## config.mk

```make
export PLATFORM = sky130hd
export DESIGN_NAME = mux_nto1_pipe
export DESIGN_NICKNAME = d
export VERILOG_FILES = /design/src/rtl/mux_nto1_pipe.sv
export SDC_FILE = /design/constraint.sdc
export NUM_CORES = 1
export LEC_CHECK = 0
export ABC_AREA = 1
export BUFFER_PORTS_ARGS = -buffer_cell sky130_fd_sc_hd__clkbuf_2
export CAP_MARGIN = 20
export CORE_AREA = 8 8 45 47
export CTS_BUF_LIST = sky130_fd_sc_hd__clkbuf_2
export CTS_CLUSTER_DIAMETER = 200
export CTS_CLUSTER_SIZE = 20
export DETAILED_ROUTE_END_ITERATION = 6
export DIE_AREA = 0 0 53 55
export PLACE_DENSITY = 0.78
export SLEW_MARGIN = 0
export SYNTH_ARGS = -nofsm -noshare
export SYNTH_HDL_FRONTEND = slang
export SYNTH_SLANG_ARGS = --single-unit
```

## constraint.sdc

```tcl
create_clock -name Clk -period 1.8 [get_ports Clk]
set_clock_uncertainty 0.15 [all_clocks]
set_input_delay 0 -clock Clk [delete_from_list [all_inputs] [get_ports Clk]]
set_output_delay 0 -clock Clk [all_outputs]
set_load 0.02 [all_outputs]
```

## src/rtl/mux_nto1_pipe.sv

```systemverilog
// Registered N-to-1 multiplexer with a STAGES-deep pipeline, stall/flush control,
// per-stage valid/error tracking and a saturating out-of-range select counter.
module mux_nto1_pipe #(
  parameter int WIDTH  = 5,
  parameter int NUM_IN = 4,
  parameter int SEL_W  = 2,
  parameter int STAGES = 1,
  parameter int ERR_W  = 8
) (
  input  logic                     Clk,
  input  logic                     Rst,
  input  logic [NUM_IN*WIDTH-1:0]  in_bus,
  input  logic [SEL_W-1:0]         sel,
  input  logic                     in_valid,
  input  logic                     stall,
  input  logic                     flush,
  output logic [WIDTH-1:0]         out,
  output logic                     out_valid,
  output logic                     sel_err,
  output logic [ERR_W-1:0]         err_count
);

  logic [WIDTH-1:0] mux_data;
  logic             sel_oob;

  always_comb begin
    mux_data = '0;
    for (int k = 0; k < NUM_IN; k++) begin
      if (sel == SEL_W'(k)) mux_data = in_bus[k*WIDTH +: WIDTH];
    end
  end

  // With a fully populated select space no select value can be out of range.
  generate
    if (NUM_IN < (1 << SEL_W)) begin : g_oob
      assign sel_oob = (sel > SEL_W'(NUM_IN - 1));
    end else begin : g_no_oob
      assign sel_oob = 1'b0;
    end
  endgenerate

  logic [WIDTH-1:0] data_q  [STAGES];
  logic [WIDTH-1:0] data_d  [STAGES];
  logic             valid_q [STAGES];
  logic             valid_d [STAGES];
  logic             err_q   [STAGES];
  logic             err_d   [STAGES];

  genvar gi;
  generate
    for (gi = 0; gi < STAGES; gi++) begin : g_stage
      if (gi == 0) begin : g_head
        assign data_d[gi]  = mux_data;
        assign valid_d[gi] = in_valid;
        assign err_d[gi]   = in_valid & sel_oob;
      end else begin : g_body
        assign data_d[gi]  = data_q[gi-1];
        assign valid_d[gi] = valid_q[gi-1];
        assign err_d[gi]   = err_q[gi-1];
      end

      always_ff @(posedge Clk) begin
        if (Rst || flush) begin
          data_q[gi]  <= '0;
          valid_q[gi] <= 1'b0;
          err_q[gi]   <= 1'b0;
        end else if (!stall) begin
          data_q[gi]  <= data_d[gi];
          valid_q[gi] <= valid_d[gi];
          err_q[gi]   <= err_d[gi];
        end
      end
    end
  endgenerate

  logic [ERR_W-1:0] err_count_q;
  logic [ERR_W-1:0] err_count_d;

  // Only accepted selections count; flush and stall both drop the input.
  always_comb begin
    err_count_d = err_count_q;
    if (!flush && !stall && in_valid && sel_oob && (err_count_q != {ERR_W{1'b1}}))
      err_count_d = err_count_q + 1'b1;
  end

  always_ff @(posedge Clk) begin
    if (Rst) err_count_q <= '0;
    else     err_count_q <= err_count_d;
  end

  assign out       = data_q[STAGES-1];
  assign out_valid = valid_q[STAGES-1];
  assign sel_err   = err_q[STAGES-1];
  assign err_count = err_count_q;

endmodule

```

==> Word-level counts from Yosys, hierarchy flattened <==
Memory sizes are Yosys's and may differ from the RTL's.
Cells that the tools add are included.
{ "word_totals": {"register_bits": 0, "ram_bits": 6, "input_bits": 27, "out_inout_bits": 15, "elab_cells": 22, "mem_count": 2} }
{ "memory_table": {"columns": ["memory", "words", "word_bits", "read_ports", "rd_clocked_by_memory_dff", "write_ports", "line_no", "source"], "rows": [
  ["data_q", 1, 5, 1, 0, 1, "42", "logic [WIDTH-1:0] data_q [STAGES];"],
  ["valid_q", 1, 1, 1, 0, 1, "44", "logic valid_q [STAGES];"]
]} }
{ "op_classes": {"n_eq_ne": 3, "muxes": 13, "reduce_logical": 4} }
{ "ops": {"columns": ["cell", "count"], "rows": [
  ["2-to-1 mux 5 bit", 5],
  ["2-to-1 mux 1 bit", 8],
  ["OR reduction 5 bit", 1],
  ["equality test 2 bit, second input constant", 2],
  ["equality test 2 x 1 -> 1 bit, second input constant", 1],
  ["zero test 2 bit", 1],
  ["logical OR 1 bit", 1],
  ["OR reduction 1 bit", 1]
]} }

==> Logic depth before layout (Yosys ltp) <==
{ "depth": {"ltp_word": 6, "mapped_depth": 6} }

==> Worst setup path after synthesis <==
Ideal clock, no wire load.
{ "synth_timing": {"kind": "input to register", "from": "input port sel[0]", "to": "memory data_q[0][1], data pin", "setup_time_ns": 0.249, "t_arrival_ns": 0.425, "required_ns": 1.401, "slack_ns": 0.976, "path_stages": 5, "path_buffers": 1, "path_cell_list": "clkbuf_4 -> o21ai_1 -> nand3_1 -> nand2_1 -> inv_1"} }
{ "synth_between": {"elab_chain_cells": 6, "elab_cells_between_ends": 9, "classes_between": "3 x eq/ne; 5 x mux; 1 x reduce/logical"} }
{ "synth_lines": {"columns": ["item", "line_no", "source"], "rows": [
  ["start, declared", "13", "input logic [SEL_W-1:0] sel,"],
  ["zero test 2 bit", "29", "if (sel == SEL_W'(k)) mux_data = in_bus[k*WIDTH +: WIDTH];"],
  ["2-to-1 mux 5 bit (3 in series)", "29", null],
  ["2-to-1 mux 5 bit *", "29", null],
  ["2-to-1 mux 5 bit (no line) *", null, null],
  ["end, declared", "42", null]
]} }
Mark *: on every way between the ends. The rest lies on a longest branch, timed or not.

==> Worst setup path in the final report <==
{ "layout_timing": {"from": "input port in_valid", "to": "memory valid_q[0], data pin"} }
{ "layout_between": {"elab_chain_cells": 1} }
{ "layout_lines": {"columns": ["item", "line_no", "source"], "rows": [
  ["start, declared", "14", "input logic in_valid,"],
  ["2-to-1 mux 1 bit (no line)", null, null],
  ["end, declared", "44", null]
]} }
No other way between the ends.

==> results.md <==
* Internal power at around 0.25 mW
* Antenna Cells at 0
* Cell variety after synth at 15
* Top FF cell, synth: edfxtp_1
* Number of global-route vias before repair at 549
* Synth area leader: edfxtp_1
* Avg WL per Cell at roughly 11 um
* Worst hold endpoint: data_q[0][0]
* Vias at between 500 and 600
* Data required time at the worst endpoint at ~1.6 ns
* Final Hold Viols at 0
* CTS max path bufs at 2
* VDD IR max at around 0.00018 V
* CTS Buf Count at 3
* Critical Path AT at just over 0.7 ns
* Die H at around 55 um
* Post-CTS Setup Inserts at 0
* Worst-path clk slew at ~0.05 ns
* Ys Warns at 0
* Final Power at about 0.36 mW
* Post-DRT Antenna Nets at 0
* # DRC at 0
* Crit path launch type: input port
* Nets at 130
* Sw Share at about a third
* Die Wd at approximately 53 um
* Post-Synthesis Cells at 68
* Crit-path max FO at 1
* Avg Inst Size Synth at 7.29 um2
* Final GP Congestion at roughly 0.66
* Status: complete, no violations
* Pwr per Cell Area at around 560 nW/um2
* GRT Total Usage at under 10%
* HP Start: in_bus[5]
* Area grow syn2layout at 30.1%
* Root cell of the clock tree: clkbuf_2
* Final setup fails at 0
* Setup TNS Final at 0 ns
* #FFs+latches synth at 6
* Logic pwr share at just under 30%
* Clock power share at 24.6%
* CP Capture Type: flip-flop
* Max Cap Viol at 0
* Sequential fraction of the synthesis area at ~36%
* Leak at 0.403 nW
* Detailed Route Iter0 Violations at 11
* Top-area cell type share of the netlist area at 36.4%
* Starting Density at 35.8%
* Crit path kind: in2reg
* Worst Hold Depth at 5
* Via-to-Cell Ratio at 4.37
* Sink Count at 6
* Asr flop ratio synth at 0%
* Top post-synthesis cells by area: edfxtp_1, buf_4, nand3_1, nor2_1, nand2_1
* H-tree depth at 1
* Pin count of the biggest net entering global routing at 13
* NetSw at 0.113 mW
* Number of port buffers at 32
* GRT overflow at 0
* TritonRoute pass-1 iters at 4
* First-pass GRT wire length at about 2100 um
* Drt total wl at 1300 um
* Share of cells above drive strength 1 at between 40% and 50%
* I/O pins at 42
* Area of the core at 1380 um2
* RSZ-0062 raised after global routing: no
* Min Tclk post-route at between 0.9 and 1 ns
* CTS tree: built
* Post-synth EDFFs at 6
* Final slew viol count at 0
* Hold Path Class: in2reg
* Post-CTS sizing at 0
* Die area at between 2000 and 3000 um2
* Initial antenna violation count at 0
* Final worst path period share at around half
* Register share of total power at 45.7%
* Post-synthesis cell area at around 500 um2
* Rows at 14
* Fmax at between 1000 and 1500 MHz
[kinds of logic (layout without fill, tap and decap cells)]
kind of cell           count (synthesis)  after routing  synth area share (%)
AND/OR/NAND/NOR                       35             35                  32.8
buffers and inverters                 21             46                  25.0
flip-flops                             6              6                  36.4
AO/OA/AOI/OAI                          5              5                  5.05
other                                  1              9                 0.757
[cells in the mapped netlist (2+ instances only)]
| master | number |
|---|---|
| nor2_1 | 11 |
| nand2_1 | 10 |
| nand3_1 | 10 |
| buf_4 | 9 |
| inv_1 | 8 |
| edfxtp_1 | 6 |
| o21ai_1 | 5 |
| inv_2 | 2 |
[layout by cell type (no fill, tap or decap)]
cell type,count
clkbuf_2,35
nor2_1,11
nand3_1,10
nand2_1,10
conb_1,9
inv_1,8
edfxtp_1,6
o21ai_1,5
inv_2,2
nand3b_2,1
nor2_2,1
nand3_2,1
nand2_2,1
dlygate4sd3_1,1
[what timing repair did]
action | 4_1_cts | 5_1_grt
endpoints found under the setup margin | 0 | 0
hold endpoints to repair | 1 | 0
hold buffers | 1 | 0
[worst max-delay path by stage]
stage	endpoint	from	slack (ns)	cells after the start
floorplan	data_q[0][1]	sel[0]	0.98	5
global placement	data_q[0][1]	sel[0]	0.82	6
detailed placement	data_q[0][2]	sel[0]	0.78	6
CTS	out[4]	data_q[0][4]	0.89	1
global route	out[3]	data_q[0][3]	0.87	1
finish	valid_q[0]	in_valid	0.90	4
[power by group through the flow]
stage / clock network, mW / logic [mW] / registers, mW
4_1_cts: 0.0933 / 0.108 / 0.165
2_1_floorplan: 0 / 0.0687 / 0.180
5_1_grt: 0.0983 / 0.120 / 0.166
3_3_place_gp: 0 / 0.103 / 0.167
6_report: 0.0889 / 0.107 / 0.165
3_5_place_dp: 0 / 0.106 / 0.168
[final cells by class]
class	count	area, um2
tap	16	20.0
sequential	6	180
inverter	10	37.5
multi-input combinational	49	221
fill	146	739
timing repair buffer	33	170
clock buffer	3	15.0
[registers in the layout, indices dropped and copies added (netlist names)]
register / cells
data_q: 5
valid_q: 1
[metrics by stage]
| step | util, % | hold slack (ns) | cells | worst slack (ns) | area [um2] |
|---|---|---|---|---|---|
| final | 46.6 | 0.00814 | 117 | 0.895 | 644 |
| after global routing | 46.6 | 0.0297 | 117 | 0.865 | 644 |
| after CTS | 46.6 | 0.00281 | 117 | 0.894 | 644 |
| after detailed placement | 44.8 | 0.170 | 113 | 0.781 | 619 |
| after global placement | 44.8 | 0.160 | 113 | 0.823 | 619 |
| after floorplan | - | 0.0580 | 76 | 0.976 | 526 |
[worst max-delay path, cell delays in order]
cell,delay (ns)
dlygate4sd3_1,0.53
clkbuf_2,0.11
inv_1,0.05
nor2_1,0.04
[per-layer routing]
metal	vias to the layer above	GRT usage (%)	wire length, um
met5	-	0	0
met4	0	6.47	0
met3	0	3.48	169
met2	33	14.8	591
met1	215	11.1	538
li1	263	-	-
(Power assumes the default switching activity.)
